===== config.mk =====
export PLATFORM = sky130hd
export DESIGN_NAME = morse_key_sequencer_flat
export DESIGN_NICKNAME = d
export VERILOG_FILES = /design/src/rtl/morse_key_sequencer_if.sv /design/src/rtl/morse_key_sequencer.sv /design/src/flat_wrapper.sv
export SDC_FILE = /design/constraint.sdc
export NUM_CORES = 1
export LEC_CHECK = 0
export ABC_AREA = 1
export CORE_UTILIZATION = 60
export CTS_CLUSTER_SIZE = 30
export DETAILED_ROUTE_END_ITERATION = 12
export PLACE_DENSITY = 0.76
export SKIP_LAST_GASP = 1
export SLEW_MARGIN = 10
export SYNTH_ARGS = -nofsm -noshare
export SYNTH_HDL_FRONTEND = slang
export SYNTH_SLANG_ARGS = --single-unit

===== constraint.sdc =====
create_clock -name clk -period 2.15 [get_ports clk]
set_input_delay 0.215 -clock clk [delete_from_list [all_inputs] [get_ports clk]]
set_output_delay 0.215 -clock clk [all_outputs]
set_load 0.02 [all_outputs]

===== src/rtl/morse_key_sequencer_if.sv =====
// morse_key_sequencer_if: key input and decoder-side outputs of the Morse key sequencer.
//
// Signalling: there is no valid/ready pair on this bus. key_in is a raw level
// that the sequencer samples every cycle. symbol_out is a free-running stream:
// a non-00 value is valid for exactly one cycle and the consumer must accept it
// in that cycle, since it is never held or repeated. letter_count, full, busy and
// state_dbg are registered levels that may be sampled at any time.
interface morse_key_sequencer_if;
  logic       key_in;
  logic [1:0] symbol_out;
  logic [3:0] letter_count;
  logic       full;
  logic       busy;
  logic [1:0] state_dbg;

  modport master (
    input  key_in,
    output symbol_out,
    output letter_count,
    output full,
    output busy,
    output state_dbg
  );

  modport slave (
    output key_in,
    input  symbol_out,
    input  letter_count,
    input  full,
    input  busy,
    input  state_dbg
  );
endinterface


===== src/rtl/morse_key_sequencer.sv =====
// morse_key_sequencer: turns a raw telegraph key into the decoder's 2-bit
// symbol stream (01 dot, 10 dash, 11 send, 00 idle) and counts letters sent.
//
// Optional feature: define MORSE_DEBOUNCE_EN to insert a debounce filter after
// the synchronizer. The DEBOUNCE_CYCLES parameter exists only in that build.
module morse_key_sequencer #(
  parameter int unsigned DOT_MAX         = 4,
  parameter int unsigned LETTER_GAP      = 8,
  parameter int unsigned MAX_SYMBOLS     = 4,
  parameter int unsigned MAX_LETTERS     = 10,
`ifdef MORSE_DEBOUNCE_EN
  parameter int unsigned DEBOUNCE_CYCLES = 3,
`endif
  parameter int unsigned CNT_W           = 16
) (
  input logic                    clk,
  input logic                    reset,
  morse_key_sequencer_if.master  bus
);

  localparam int unsigned SYM_W = $clog2(MAX_SYMBOLS + 1);

  localparam logic [CNT_W-1:0] CNT_ONE      = CNT_W'(1);
  localparam logic [CNT_W-1:0] DOT_MAX_C    = CNT_W'(DOT_MAX);
  localparam logic [CNT_W-1:0] LETTER_GAP_C = CNT_W'(LETTER_GAP);
  localparam logic [SYM_W-1:0] MAX_SYM_C    = SYM_W'(MAX_SYMBOLS);
  localparam logic [3:0]       MAX_LC       = 4'(MAX_LETTERS);

  localparam logic [1:0] SYM_IDLE = 2'b00;
  localparam logic [1:0] SYM_DOT  = 2'b01;
  localparam logic [1:0] SYM_DASH = 2'b10;
  localparam logic [1:0] SYM_SEND = 2'b11;

  typedef enum logic [1:0] {
    S_IDLE  = 2'd0,
    S_PRESS = 2'd1,
    S_GAP   = 2'd2
  } state_e;

  state_e           state_q, state_d;
  logic             sync1_q, key_q, key_s;
  logic [CNT_W-1:0] press_cnt_q, press_cnt_d;
  logic [CNT_W-1:0] gap_cnt_q, gap_cnt_d;
  logic [SYM_W-1:0] sym_cnt_q, sym_cnt_d;
  logic [1:0]       symbol_q, symbol_d;
  logic [3:0]       letters_q, letters_d;
  logic             full_q, busy_q;

  // Two-flop synchronizer for the asynchronous key input.
  always_ff @(posedge clk or posedge reset) begin
    if (reset) begin
      sync1_q <= 1'b0;
      key_q   <= 1'b0;
    end else begin
      sync1_q <= bus.key_in;
      key_q   <= sync1_q;
    end
  end

`ifdef MORSE_DEBOUNCE_EN
  localparam int unsigned     DB_W    = $clog2(DEBOUNCE_CYCLES + 1);
  localparam logic [DB_W-1:0] DB_LAST = DB_W'(DEBOUNCE_CYCLES - 1);

  logic [DB_W-1:0] db_cnt_q;
  logic            key_s_q;

  // Debounce: adopt key_q once it has differed from the filtered value for
  // DEBOUNCE_CYCLES consecutive cycles; any return to the old value restarts.
  always_ff @(posedge clk or posedge reset) begin
    if (reset) begin
      db_cnt_q <= '0;
      key_s_q  <= 1'b0;
    end else if (key_q == key_s_q) begin
      db_cnt_q <= '0;
    end else if (db_cnt_q == DB_LAST) begin
      db_cnt_q <= '0;
      key_s_q  <= key_q;
    end else begin
      db_cnt_q <= db_cnt_q + DB_W'(1);
    end
  end

  assign key_s = key_s_q;
`else
  assign key_s = key_q;
`endif

  // FSM state, counters and registered outputs.
  always_ff @(posedge clk or posedge reset) begin
    if (reset) begin
      state_q     <= S_IDLE;
      press_cnt_q <= '0;
      gap_cnt_q   <= '0;
      sym_cnt_q   <= '0;
      symbol_q    <= SYM_IDLE;
      letters_q   <= 4'd0;
      full_q      <= 1'b0;
      busy_q      <= 1'b0;
    end else begin
      state_q     <= state_d;
      press_cnt_q <= press_cnt_d;
      gap_cnt_q   <= gap_cnt_d;
      sym_cnt_q   <= sym_cnt_d;
      symbol_q    <= symbol_d;
      letters_q   <= letters_d;
      full_q      <= (letters_d == MAX_LC);
      busy_q      <= (state_d != S_IDLE);
    end
  end

  // Next-state logic: press timing, symbol emission, letter gap and send.
  always_comb begin
    state_d     = state_q;
    press_cnt_d = press_cnt_q;
    gap_cnt_d   = gap_cnt_q;
    sym_cnt_d   = sym_cnt_q;
    symbol_d    = SYM_IDLE;
    letters_d   = letters_q;

    unique case (state_q)
      S_IDLE: begin
        sym_cnt_d = '0;
        // Once the decoder buffer is full the key is ignored until reset.
        if (key_s && !full_q) begin
          state_d     = S_PRESS;
          press_cnt_d = CNT_ONE;
        end
      end

      S_PRESS: begin
        if (key_s) begin
          if (press_cnt_q != '1) press_cnt_d = press_cnt_q + CNT_ONE;
        end else begin
          symbol_d  = (press_cnt_q <= DOT_MAX_C) ? SYM_DOT : SYM_DASH;
          sym_cnt_d = sym_cnt_q + SYM_W'(1);
          gap_cnt_d = CNT_ONE;
          state_d   = S_GAP;
        end
      end

      S_GAP: begin
        // The send takes priority over a press arriving in the same cycle.
        if (gap_cnt_q >= LETTER_GAP_C) begin
          symbol_d  = SYM_SEND;
          letters_d = (letters_q == MAX_LC) ? letters_q : letters_q + 4'd1;
          gap_cnt_d = '0;
          state_d   = S_IDLE;
        end else if (key_s && (sym_cnt_q < MAX_SYM_C)) begin
          state_d     = S_PRESS;
          press_cnt_d = CNT_ONE;
          gap_cnt_d   = '0;
        end else if (!key_s) begin
          if (gap_cnt_q != '1) gap_cnt_d = gap_cnt_q + CNT_ONE;
        end
        // A press beyond MAX_SYMBOLS leaves gap_cnt holding.
      end

      default: begin
        state_d = S_IDLE;
      end
    endcase
  end

  assign bus.symbol_out   = symbol_q;
  assign bus.letter_count = letters_q;
  assign bus.full         = full_q;
  assign bus.busy         = busy_q;
  assign bus.state_dbg    = state_q;

endmodule


===== src/flat_wrapper.sv =====
// flat-port wrapper written by rule: the top's interface ports become plain ports
module morse_key_sequencer_flat 
#(
  parameter int unsigned DOT_MAX         = 4,
  parameter int unsigned LETTER_GAP      = 8,
  parameter int unsigned MAX_SYMBOLS     = 4,
  parameter int unsigned MAX_LETTERS     = 10,

  parameter int unsigned CNT_W           = 16
)
  (clk, reset, bus_key_in, bus_symbol_out, bus_letter_count, bus_full, bus_busy, bus_state_dbg);
  morse_key_sequencer_if bus_i ();
  input logic clk;
  input logic reset;
  input wire logic [$bits(bus_i.key_in)-1:0] bus_key_in;
  output wire logic [$bits(bus_i.symbol_out)-1:0] bus_symbol_out;
  output wire logic [$bits(bus_i.letter_count)-1:0] bus_letter_count;
  output wire logic [$bits(bus_i.full)-1:0] bus_full;
  output wire logic [$bits(bus_i.busy)-1:0] bus_busy;
  output wire logic [$bits(bus_i.state_dbg)-1:0] bus_state_dbg;
  assign bus_i.key_in = bus_key_in;
  assign bus_symbol_out = bus_i.symbol_out;
  assign bus_letter_count = bus_i.letter_count;
  assign bus_full = bus_i.full;
  assign bus_busy = bus_i.busy;
  assign bus_state_dbg = bus_i.state_dbg;
  morse_key_sequencer #(.DOT_MAX(DOT_MAX), .LETTER_GAP(LETTER_GAP), .MAX_SYMBOLS(MAX_SYMBOLS), .MAX_LETTERS(MAX_LETTERS), .CNT_W(CNT_W)) u_core (.clk(clk), .reset(reset), .bus(bus_i));
endmodule

==> metrics <==
result of the run=finished, final reports clean; number of non-filler instances in the completed layout=412; Sink Count=47; overall fraction of global-route tracks in use=24.4%; CP Buf/Inv Count=2; area inside the core boundary=4120 um2; buffer levels on the longest clock path=2; final setup violation count=0; summed instance area of the synthesized netlist=2650 um2; worst hold path stage count=1; share of the clock period used by the worst path=90.7%; number of antenna violations at the first check in global routing=0; power dissipated by switching net loads=0.000975 W; floorplan row count=23; Critical Path Start Type=register; ratio of routed vias to standard cells=~5.2; critical path's slowest cell=dfrtp_1; number of antenna diodes=0; Period minus WS final=around 2000 ps; largest stage delay on the critical path=420 ps; post-route cell area=2910 um2; Antenna Nets Post-Route=0; count of placed standard cells including taps=404; post-CTS setup buffer count=0; width of the chip=68.4 um; share of the core filled with cells=70.7%; area added between synthesis and finish=9.88%; RR Startpoint=u_core.bus.state_dbg[1]; most common cell after layout, fill and taps aside=nand2_1; WP data required=2390 ps; effective utilization at floorplan=64.3%; startpoint of the worst hold path=bus_key_in; top-level I/O count=13; fillcell total=335; combinational share of power=35.7%; max-capacitance violation count=0; kind of cell adding the most delay to the critical path=simple AND/OR/NAND/NOR gates; clock tree from TritonCTS=built; power density normalized to cell area=860 nW/um2; number of hold buffers added after CTS=0; wire length of the first global-routing pass=8.31 mm; cell at the root of the clock tree=clkbuf_8; DRT Wirelength=just over 5 mm; setup repair after global routing missed its margin=no; placer congestion estimate=0.922; Final TNS setup=0 ps; synthesized flop and latch total=47; actual transition at the worst max-transition pin=between 500 and 600 ps; number of max-slew violations in the final report=0; Resized cells post-CTS=0; detailed placer's ending HPWL=3.70 mm; synthesized instance count=between 300 and 400; residual overflow from global routing=0; P_leak=approximately 1.4 nW; maximum number of pins on one net before global-route repair=48; cell-by-cell trace of the critical path=inv_1 > ha_1 > nand2_1 > nand3_1 > a21oi_2 > nand3_4 > inv_4 > nand3_1 > nand2_1; Int Pwr=0.00153 W; Worst Setup End Kind=register; number of buffers added on ports=12; pre-CTS setup slack=226 ps; reg2reg end=u_core.press_cnt_q[5]; critical path launch point=u_core.bus.state_dbg[1]; maximum ir drop on the vdd rail=688 uV; latest clock arrival within the worst-skew pair=300 ps; arrival time of the worst setup path=2190 ps; number of design rule violations left after detail routing=0; H-tree lvl count=2; synth warn=0; CTS Buf Count=5; syn avg cell area=7.67 um2; drt wl/cell=12.3 um; type of the worst min-delay path=in2reg; highest clock rate=513 MHz; net count after synthesis=359; via count of the routed design=2152; sequential cell area fraction in the yosys report=44.4%; clock-pin slew on the worst setup and hold paths=roughly 90 ps; most used cells in the layout excluding fill and tap cells=nand2_1 (92), nor2_1 (49), dfrtp_1 (47); relative max-transition margin=between 60% and 70%; maximum fanout along the worst path=19; unique cell type count in the Yosys netlist=28; share of final-layout standard cells stronger than drive strength 1=8.01%; Worst Path Class, Setup=reg2reg; hold endpoint=u_core.sync1_q; Iteration-0 DRC Markers=119; via count of the first global-routing pass=1926; Pre-Repair DR Iteration Count=4; total number of nets in the final design=between 300 and 400; Fin. Hold Viols=0; Reg power frac=around two fifths; Clock power frac=about 22%; die outline area=~4700 um2; worst setup skew after layout=6.85 ps; cell area reported after detailed placement=2810 um2; share of total power consumed by net switching=39.0%; slack of the critical path=199 ps; R2R setup slack=200 ps; height of the die=68.4 um; worst reg2reg path depth=9
cell usage after synthesis (all sizes together):
| cell type | instances | area [um2] |
|---|---|---|
| buf | 5 | 40.0 |
| nor2 | 51 | 196 |
| inv | 45 | 171 |
| a21oi | 6 | 33.8 |
| ha | 11 | 138 |
| nor4 | 2 | 12.5 |
| xor2 | 11 | 96.3 |
| nand2 | 96 | 370 |
| xnor2 | 3 | 26.3 |
| nand4 | 8 | 50.1 |
| nand3b | 1 | 7.51 |
| or2 | 4 | 25.0 |
| clkbuf | 2 | 7.51 |
| dfrtp | 47 | 1180 |
| o211ai | 1 | 7.51 |
| o21ai | 16 | 91.3 |
| nand3 | 30 | 168 |
| nor3 | 6 | 30.0 |
power groups by stage:
stage               Combinational (W)  Sequential, W  Clock, W
CTS                          0.000905        0.00105  0.000574
finish                       0.000894        0.00105  0.000557
global placement             0.000888        0.00107         0
detailed placement           0.000899        0.00107         0
global route                  0.00101        0.00107  0.000604
floorplan                    0.000684        0.00109         0
kinds of logic (layout without fill, tap and decap cells):
family | after synthesis | after routing | synth area share (%)
AOI/OAI and AO/OA | 23 | 23 | 5.01
xor gates and xnor gates | 14 | 14 | 4.63
adders and majority gates | 11 | 11 | 5.20
buffers and inverters | 52 | 69 | 8.27
DFF | 47 | 47 | 44.4
and+or+nand+nor | 198 | 198 | 32.5
layer usage:
layer  track usage [%]  up-vias  part of all wire (%)
met2              36.9       45                    45
met3              6.50        7                   5.2
met1              33.1      989                    48
li1                  -     1111                     -
met4              9.38        0                   1.4
met5                 0        -                     0
worst reg2reg max path: cells and delay by family (launching register included):
kind | cells | cell delay, ps
flops | 1 | 420
simple gates | 5 | 730
buf+inv | 2 | 300
compound gates | 1 | 150
fa+ha+maj | 1 | 290
state kept, by name (all words and copies together), names as in the netlist, 2 cells and up:
| register | count |
|---|---|
| u_core.gap_cnt_q | 16 |
| u_core.sym_cnt_q | 3 |
| u_core.bus.state_dbg | 2 |
| u_core.bus.letter_count | 4 |
| u_core.press_cnt_q | 16 |
| u_core.bus.symbol_out | 2 |
metrics by stage:
step                total power [W]  hold slack, ps
floorplan                   0.00178             246
global placement            0.00195             336
detailed placement          0.00197             351
CTS                         0.00253             343
global route                0.00268             339
finish                      0.00250             347
how the worst max path moves through the flow:
stage / endpoint / slack (ps) / depth (start not counted)
4_1_cts: u_core.press_cnt_q[5] / 190 / 9
3_3_place_gp: u_core.press_cnt_q[5] / 250 / 9
5_1_grt: u_core.press_cnt_q[5] / 50 / 9
2_1_floorplan: u_core.press_cnt_q[0] / 410 / 9
3_5_place_dp: u_core.press_cnt_q[5] / 230 / 9
6_report: u_core.press_cnt_q[5] / 200 / 9
final cells by class:
cell class                 count  area [um2]  area share [%]
sequential                    47        1180            40.4
tap                           50        62.6            2.15
timing repair buffer          16         150            5.16
clock inverter                 2        13.8           0.473
clock buffer                   6        82.6            2.84
inverter                      45         171            5.89
multi-input combinational    246        1250            43.1
Power figures use the tool's default switching activity.
